==> config.mk <==
export PLATFORM = sky130hd
export DESIGN_NAME = dap_swd_seq_ctrl_flat
export DESIGN_NICKNAME = d
export VERILOG_FILES = /design/src/rtl/dap_swd_seq_ctrl_if.sv /design/src/rtl/dap_swd_seq_ctrl.sv /design/src/flat_wrapper.sv
export SDC_FILE = /design/constraint.sdc
export NUM_CORES = 1
export LEC_CHECK = 0
export CAP_MARGIN = 40
export CORE_ASPECT_RATIO = 1.4
export CORE_MARGIN = 3
export CORE_UTILIZATION = 61
export DETAILED_ROUTE_END_ITERATION = 8
export PLACE_DENSITY = 0.88
export RECOVER_POWER = 25
export SLEW_MARGIN = 20
export SYNTH_ARGS = -nofsm -noshare
export SYNTH_HDL_FRONTEND = slang
export SYNTH_SLANG_ARGS = --single-unit
==> constraint.sdc <==
create_clock -name clk -period 13.4 [get_ports clk]
set_input_delay 2.68 -clock clk [delete_from_list [all_inputs] [get_ports clk]]
set_output_delay 2.68 -clock clk [all_outputs]
set_load 0.02 [all_outputs]
==> src/rtl/dap_swd_seq_ctrl_if.sv <==
// dap_swd_seq_ctrl_if: dispatcher, packet and sequencer handshakes of the SWD sequence controller
interface dap_swd_seq_ctrl_if;
  logic        start;
  logic        busy;
  logic        done;
  logic        req_valid;
  logic [7:0]  req_data;
  logic        req_ready;
  logic        rsp_valid;
  logic [7:0]  rsp_data;
  logic        rsp_ready;
  logic        seq_tx_valid;
  logic [15:0] seq_tx_cmd;
  logic [63:0] seq_tx_data;
  logic        seq_rx_valid;
  logic [63:0] seq_rx_data;
  modport master (
    output start, req_valid, req_data, rsp_ready, seq_rx_valid, seq_rx_data,
    input  busy, done, req_ready, rsp_valid, rsp_data, seq_tx_valid, seq_tx_cmd, seq_tx_data
  );
  modport slave (
    input  start, req_valid, req_data, rsp_ready, seq_rx_valid, seq_rx_data,
    output busy, done, req_ready, rsp_valid, rsp_data, seq_tx_valid, seq_tx_cmd, seq_tx_data
  );
endinterface

==> src/rtl/dap_swd_seq_ctrl.sv <==
// dap_swd_seq_ctrl: executes one DAP_SWD_Sequence request, one sequencer command per sequence
module dap_swd_seq_ctrl #(
  parameter logic [3:0] CMD_SWD_SEQ = 4'd2,
  parameter int         GAP_CYCLES  = 8
) (
  input logic clk,
  input logic reset,
  dap_swd_seq_ctrl_if.slave bus
);
  localparam int GW = $clog2(GAP_CYCLES + 2);
  localparam logic [3:0] IDLE = 4'd0, RSP_ID = 4'd1, RSP_ST = 4'd2, GET_CNT = 4'd3,
                         GET_INFO = 4'd4, GET_DATA = 4'd5, ISSUE = 4'd6, WAIT_RX = 4'd7,
                         GAP = 4'd8, PUT_DATA = 4'd9, NEXT = 4'd10, DONE = 4'd11;
  logic [3:0]    state, k, nbytes;
  logic [7:0]    seq_left, rev_byte;
  logic [GW-1:0] gap_cnt;
  logic [6:0]    n;
  logic          dir_in, rx_q, tx_act, last_byte, rx_rise;
  logic [63:0]   tx_buf, rx_buf, rsp_shift, rsp_vec;
  always_comb begin
    nbytes    = 4'((n + 7'd7) >> 3);
    last_byte = k == nbytes - 4'd1;
    rx_rise   = bus.seq_rx_valid & ~rx_q;
    tx_act    = state == ISSUE || state == WAIT_RX;
    rsp_shift = rx_buf << (7'd64 - n);
    for (int i = 0; i < 64; i++) rsp_vec[i] = rsp_shift[63-i];
    for (int i = 0; i < 8; i++) rev_byte[i] = bus.req_data[7-i];
  end
  always_comb begin
    bus.busy         = state != IDLE && state != DONE;
    bus.done         = state == DONE;
    bus.req_ready    = state == GET_CNT || state == GET_INFO || state == GET_DATA;
    bus.rsp_valid    = state == RSP_ID || state == RSP_ST || state == PUT_DATA;
    bus.rsp_data     = state == RSP_ID ? 8'h1D : state == PUT_DATA ? rsp_vec[{k[2:0], 3'b000} +: 8] : 8'h00;
    bus.seq_tx_valid = tx_act;
    bus.seq_tx_cmd   = tx_act ? {CMD_SWD_SEQ, 4'h0, dir_in, n} : 16'h0;
    bus.seq_tx_data  = tx_act ? tx_buf & ~({64{1'b1}} >> n) : 64'h0;
  end
  // first wire bit of each request byte lands at the top of its lane
  always_ff @(posedge clk) begin
    if (reset) begin
      state    <= IDLE;
      k        <= '0;
      seq_left <= '0;
      gap_cnt  <= '0;
      n        <= '0;
      dir_in   <= 1'b0;
      rx_q     <= 1'b0;
      tx_buf   <= '0;
      rx_buf   <= '0;
    end else begin
      rx_q <= bus.seq_rx_valid;
      case (state)
        IDLE:     if (bus.start) state <= RSP_ID;
        RSP_ID:   if (bus.rsp_ready) state <= RSP_ST;
        RSP_ST:   if (bus.rsp_ready) state <= GET_CNT;
        GET_CNT:  if (bus.req_valid) begin
          seq_left <= bus.req_data;
          state    <= bus.req_data == 8'd0 ? DONE : GET_INFO;
        end
        GET_INFO: if (bus.req_valid) begin
          n      <= {bus.req_data[5:0] == 6'd0, bus.req_data[5:0]};
          dir_in <= bus.req_data[7];
          tx_buf <= '0;
          k      <= '0;
          state  <= bus.req_data[7] ? ISSUE : GET_DATA;
        end
        GET_DATA: if (bus.req_valid) begin
          tx_buf <= tx_buf | ({rev_byte, 56'h0} >> {k[2:0], 3'b000});
          k      <= last_byte ? 4'd0 : k + 4'd1;
          state  <= last_byte ? ISSUE : GET_DATA;
        end
        ISSUE:    state <= WAIT_RX;
        WAIT_RX:  if (rx_rise) begin
          rx_buf  <= bus.seq_rx_data;
          gap_cnt <= GW'(GAP_CYCLES);
          state   <= GAP;
        end
        GAP:      if (gap_cnt != '0) gap_cnt <= gap_cnt - GW'(1);
                  else if (!bus.seq_rx_valid) state <= dir_in ? PUT_DATA : NEXT;
        PUT_DATA: if (bus.rsp_ready) begin
          k     <= last_byte ? 4'd0 : k + 4'd1;
          state <= last_byte ? NEXT : PUT_DATA;
        end
        NEXT: begin
          seq_left <= seq_left - 8'd1;
          state    <= seq_left == 8'd1 ? DONE : GET_INFO;
        end
        DONE:     state <= IDLE;
        default:  state <= IDLE;
      endcase
    end
  end
endmodule

==> src/flat_wrapper.sv <==
// flat-port wrapper written by rule: the top's interface ports become plain ports
module dap_swd_seq_ctrl_flat 
#(
  parameter logic [3:0] CMD_SWD_SEQ = 4'd2,
  parameter int         GAP_CYCLES  = 8
)
  (clk, reset, bus_start, bus_req_valid, bus_req_data, bus_rsp_ready, bus_seq_rx_valid, bus_seq_rx_data, bus_busy, bus_done, bus_req_ready, bus_rsp_valid, bus_rsp_data, bus_seq_tx_valid, bus_seq_tx_cmd, bus_seq_tx_data);
  dap_swd_seq_ctrl_if bus_i ();
  input logic clk;
  input logic reset;
  input wire logic [$bits(bus_i.start)-1:0] bus_start;
  input wire logic [$bits(bus_i.req_valid)-1:0] bus_req_valid;
  input wire logic [$bits(bus_i.req_data)-1:0] bus_req_data;
  input wire logic [$bits(bus_i.rsp_ready)-1:0] bus_rsp_ready;
  input wire logic [$bits(bus_i.seq_rx_valid)-1:0] bus_seq_rx_valid;
  input wire logic [$bits(bus_i.seq_rx_data)-1:0] bus_seq_rx_data;
  output wire logic [$bits(bus_i.busy)-1:0] bus_busy;
  output wire logic [$bits(bus_i.done)-1:0] bus_done;
  output wire logic [$bits(bus_i.req_ready)-1:0] bus_req_ready;
  output wire logic [$bits(bus_i.rsp_valid)-1:0] bus_rsp_valid;
  output wire logic [$bits(bus_i.rsp_data)-1:0] bus_rsp_data;
  output wire logic [$bits(bus_i.seq_tx_valid)-1:0] bus_seq_tx_valid;
  output wire logic [$bits(bus_i.seq_tx_cmd)-1:0] bus_seq_tx_cmd;
  output wire logic [$bits(bus_i.seq_tx_data)-1:0] bus_seq_tx_data;
  assign bus_i.start = bus_start;
  assign bus_i.req_valid = bus_req_valid;
  assign bus_i.req_data = bus_req_data;
  assign bus_i.rsp_ready = bus_rsp_ready;
  assign bus_i.seq_rx_valid = bus_seq_rx_valid;
  assign bus_i.seq_rx_data = bus_seq_rx_data;
  assign bus_busy = bus_i.busy;
  assign bus_done = bus_i.done;
  assign bus_req_ready = bus_i.req_ready;
  assign bus_rsp_valid = bus_i.rsp_valid;
  assign bus_rsp_data = bus_i.rsp_data;
  assign bus_seq_tx_valid = bus_i.seq_tx_valid;
  assign bus_seq_tx_cmd = bus_i.seq_tx_cmd;
  assign bus_seq_tx_data = bus_i.seq_tx_data;
  dap_swd_seq_ctrl #(.CMD_SWD_SEQ(CMD_SWD_SEQ), .GAP_CYCLES(GAP_CYCLES)) u_core (.clk(clk), .reset(reset), .bus(bus_i));
endmodule
Word level (Yosys, flattened, before mapping) --
Cells that the tools add are included.
Operators by class: equality and inequality tests 25, $add $sub $neg 6, bitwise operators 5, shift operators 4, reductions and logical operators 22, mux-type cells 33
Operators by type and width (count):
- $mux 64 | 3
- $pmux 64 s2 | 1
- $mux 4 | 17
- $and 64x64->64 | 1
- $not 64->64 | 1
- $or 64x64->64 | 1
- $shiftx 64x7->8 | 1
- $shl 64x7->64 | 1
- $shr 64x6->64 | 1
- $shr 64x7->64 const A | 1
- $pmux 4 s11 | 1
- $mux 8 | 3
- $ne 2x2->1 const B | 9
- $eq 4x3->1 const B | 4
- $eq 4x4->1 const B | 4
- $pmux 8 s2 | 1
- $mux 14 | 1
- $pmux 4 s3 | 1
- $reduce_and 10->1 | 1
- $eq 4x2->1 const B | 2
- $eq 8x1->1 const B | 1
- $logic_not 8->1 | 1
- $mux 2 | 4
- $pmux 4 s2 | 1
- 21 further kinds | 33
Storage, ports and cells: input bits 78, output and inout port bits 93, flip-flop bits (word level) 157

Longest topological paths before layout --
word-level depth 6, depth in mapped cells 17

Least setup slack after synthesis --
Ideal clock, no wire load.
kind register to output, from register u_core.n[0], to output bus_rsp_data[4], arrival 3.720 ns, path slack 7.000 ns, buffers on the path 7, cell stages (with the launch flop) 18, cell sequence dfxtp_1 -> buf_6 -> inv_2 -> buf_4 -> buf_2 -> buf_2 -> ha_1 -> ha_1 -> inv_1 -> buf_2 -> buf_2 -> buf_2 -> o211ai_1 -> a21oi_1 -> a21oi_1 -> a31oi_1 -> a21boi_1 -> a211oi_1
Between the ends: longest elaborated chain between the ends 5
Ends and longest elaborated chain:
- start: declaration | line dap_swd_seq_ctrl.sv:17 | logic [6:0] n;
- start signal: assignment | line dap_swd_seq_ctrl.sv:62 | n <= {bus.req_data[5:0] == 6'd0, bus.req_data[5:0]};
- $sub 7x7->7 | line dap_swd_seq_ctrl.sv:25 | rsp_shift = rx_buf << (7'd64 - n);
- $shl 64x7->64 | line dap_swd_seq_ctrl.sv:25
- $shiftx 64x7->8 | line dap_swd_seq_ctrl.sv:34 | bus.rsp_data = state == RSP_ID ? 8'h1D : state == PUT_DATA ? rsp_vec[{k[2:0], 3'b000} +: 8] : 8'h00;
- $mux 8 (2 in series) | line dap_swd_seq_ctrl.sv:34
- end: declaration | line flat_wrapper.sv:21 | output wire logic [$bits(bus_i.rsp_data)-1:0] bus_rsp_data;
Every way passes these cells.

Worst setup path in the final report --
from register u_core.n[0], to output bus_rsp_data[2]
The elaborated chain is that of the path after synthesis.

==> results.py <==
metrics = {
    "clock_tree": {
        "htree_levels": 4,
        "cts_root_buffer": "clkbuf_16",
        "clkTransAtPathRegs_ns": 0.08,
        "cts_inserted_buffers": 17,
        "cts_tree": "done",
        "ctsHoldBuffers": 0,
        "cts.sinks": 157,
        "clk-insertion-delay-late_ns": 0.45,
        "clock_path_buffers": 2,
        "cts_setup_buffers": 0,
        "cts_resized": 0,
    },
    "global_routing": {
        "grt_pass1_wl_mm": 68.4,
        "grtUsageTotal_pct": 40.2,
        "grt_overflow": 0,
        "grt_pass1_vias": 12600,
        "antenna_found_initial": 0,
        "grt_max_degree": 78,
    },
    "worst_setup_path": {
        "critPathMaxFanout": 57,
        "cp.required_ns": 10.72,
        "crit_type": "reg -> out",
        "arrival_ns": 5.74,
        "worst_setup_path_end_kind": "primary output",
        "critPathLaunchType": "register",
    },
    "timing": {
        "fin_crit_sh_pct": 62.9,
        "drv_slew": 78,
        "tns_ns": 0,
        "setup_violations": 0,
        "slew_headroom_pct": -123,
        "finalCriticalPeriod_ns": 8.42,
        "rsz0062_at_grt": "false",
        "tightest_slew_ns": 3.35,
        "clock_skew_ns": 0.0160,
        "max_freq_ghz": 0.119,
        "finalHoldViolCount": 0,
    },
    "yosys": {
        "syn_area_um2": 12000,
        "synth_cells": 1523,
        "syn_area_per_cell_um2": 7.88,
        "ys_ff_latch": 157,
        "synth_cell_types": 82,
        "async_reset_ff_share_pct": 0,
        "ys_seq_area_share_pct": 26.2,
        "synth-main-ff-cell": "dfxtp_1",
        "synth_edf_count": 0,
        "ys_warn_count": 0,
    },
    "die": {
        "num_rows": 60,
        "die_area_um2": 21400,
        "die_w_um": 125,
        "io_pins": 171,
        "start_util_pct": 62.2,
        "core-area_um2": 19300,
        "die_h_um": 172,
    },
    "outcome": {
        "status": "finished with violations",
        "failed_checks": "design-rule violations, max-capacitance violations, max-slew violations",
    },
    "placed_design": {
        "place_hpwl_mm": 31.6,
        "io_buffers": 163,
        "place_inst": 1830,
        "gp_congestion": 1.08,
    },
    "final_layout": {
        "final_layout_size_suffix_gt1_share_pct": 10.9,
        "area_growth_pct": 17.3,
        "num_antenna_cells": 0,
        "fin_cells": 1863,
        "fin_nets": 1691,
        "fin_util_pct": 73.0,
    },
    "pwr": {
        "p_per_area_nw_per_um2": 104,
        "peakVddDrop_uv": 89.5,
        "p_leak_uw": 0.00483,
    },
    "route": {
        "totalWireLength_mm": 44.4,
        "avgViaCountPerCell": 6.91,
        "detail_route.wl_per_cell_um": 23.8,
        "ant_nets": 0,
        "first_pass_iters": 8,
        "drc": 2,
        "vias": 12900,
        "drt_iter0_drc": 1426,
    },
    "hold_path": {
        "min_path_type": "reg -> reg",
    },
    "flow_run": {
        "max_cap_violations": 1,
    },
}
[state kept, by name, indices dropped and copies added (netlist names)]
signal / cells
u_core.k: 4
u_core.rx_q: 1
u_core.tx_buf: 64
u_core.dir_in: 1
u_core.n: 7
u_core.rx_buf: 64
u_core.state: 4
u_core.gap_cnt: 4
u_core.seq_left: 8
[stage by stage]
| step | total power, uW | hold WS [ns] | setup slack [ns] | area [um^2] |
|---|---|---|---|---|
| after floorplan | 822 | 0.429 | 7.00 | 12000 |
| after global placement | 935 | 0.440 | 5.47 | 13400 |
| after detailed placement | 941 | 0.451 | 5.38 | 13500 |
| after CTS | 1440 | 0.469 | 4.89 | 14100 |
| after global routing | 1500 | 0.487 | 4.61 | 14100 |
| final | 1460 | 0.468 | 4.98 | 14100 |
[synth_stat cells (9+ instances only)]
master	n	area [um^2]
and3_1	25	156
nand4_1	9	56.3
o22ai_1	10	62.6
xnor2_1	10	87.6
nand3_1	30	150
inv_1	24	90.1
mux2_2	32	360
o211ai_1	16	120
nor3_1	29	145
o21ai_0	54	270
ha_1	11	138
dfxtp_1	157	3140
nor2_1	182	683
buf_6	9	101
clkbuf_1	71	267
mux4_2	66	1490
a31oi_1	13	81.3
nand2_1	260	976
or3_1	9	56.3
a211oi_1	17	128
nor2b_1	11	68.8
buf_4	13	97.6
buf_2	31	155
mux2i_1	86	861
and2_1	11	68.8
a21oi_1	199	996
[cell type report]
cell class                      instances  area [um^2]
Timing Repair Buffer                  185         1790
Clock inverter                         15          188
Multi-Input combinational cell       1211         8100
Inverter                               30          115
Fill cell                            1476         5220
Clock buffer                           17          425
Sequential cell                       157         3140
Tap cell                              248          310
[power breakdown]
group | switching (uW) | internal [uW]
Sequential | 24.9 | 476
Clock | 255 | 255
Combinational | 280 | 166
[worst max-delay path, cell delays in order (launching register included)]
cell,delay [ns]
dfxtp_2,0.32
buf_4,0.61
inv_2,0.16
ha_4,0.77
buf_4,0.51
buf_12,0.30
mux2_2,0.21
o22ai_1,0.08
a211oi_1,0.69
o21ai_0,0.23
o21ai_0,0.27
o211ai_1,0.13
a311oi_2,0.27
clkdlybuf4s50_1,0.63
[logic make-up (layout without fill, tap and decap cells)]
| kind of cell | Yosys count | in the layout | share of synthesized area (%) |
|---|---|---|---|
| simple gates | 598 | 598 | 21.8 |
| buf+inv | 161 | 247 | 6.76 |
| flops | 157 | 157 | 26.2 |
| other cells | 1 | 7 | 0.0313 |
| xor+xnor | 13 | 13 | 0.949 |
| fa+ha+maj | 11 | 11 | 1.15 |
| compound gates | 393 | 393 | 19.8 |
| mux | 189 | 189 | 23.3 |
[layer usage]
layer	part of all wire (%)	vias to the layer above	track usage, %
met2	48	878	68.8
li1	-	5667	-
met5	0	-	0
met4	10	0	37.1
met1	33	6053	41.2
met3	9.3	273	8.62
[cells in the final DEF, fill, tap and decap left out, drive strengths merged, types with 21 or more instances in the layout]
cell type      synthesis  layout
dfxtp                157     157
nor3                  30      30
clkdlybuf4s50          0     160
mux2i                 86      86
inv                   26      33
nand2                260     260
nand3                 30      30
o21ai                 62      62
mux4                  68      68
nor2                 183     183
and3                  25      25
a21oi                199     199
buf                   60      21
mux2                  35      35
[final timing paths]
| kind | start | endpoint | slack, ns | cells past startpoint |
|---|---|---|---|---|
| hold / removal | u_core.tx_buf[28] | u_core.tx_buf[28] | 0.47 | 2 |
| setup / recovery | u_core.n[0] | bus_rsp_data[2] | 4.98 | 13 |
| setup reg to reg | u_core.n[3] | u_core.state[0] | 9.78 | 12 |
| hold reg to reg | u_core.tx_buf[28] | u_core.tx_buf[28] | 0.47 | 2 |
Power figures use the tool's default switching activity.
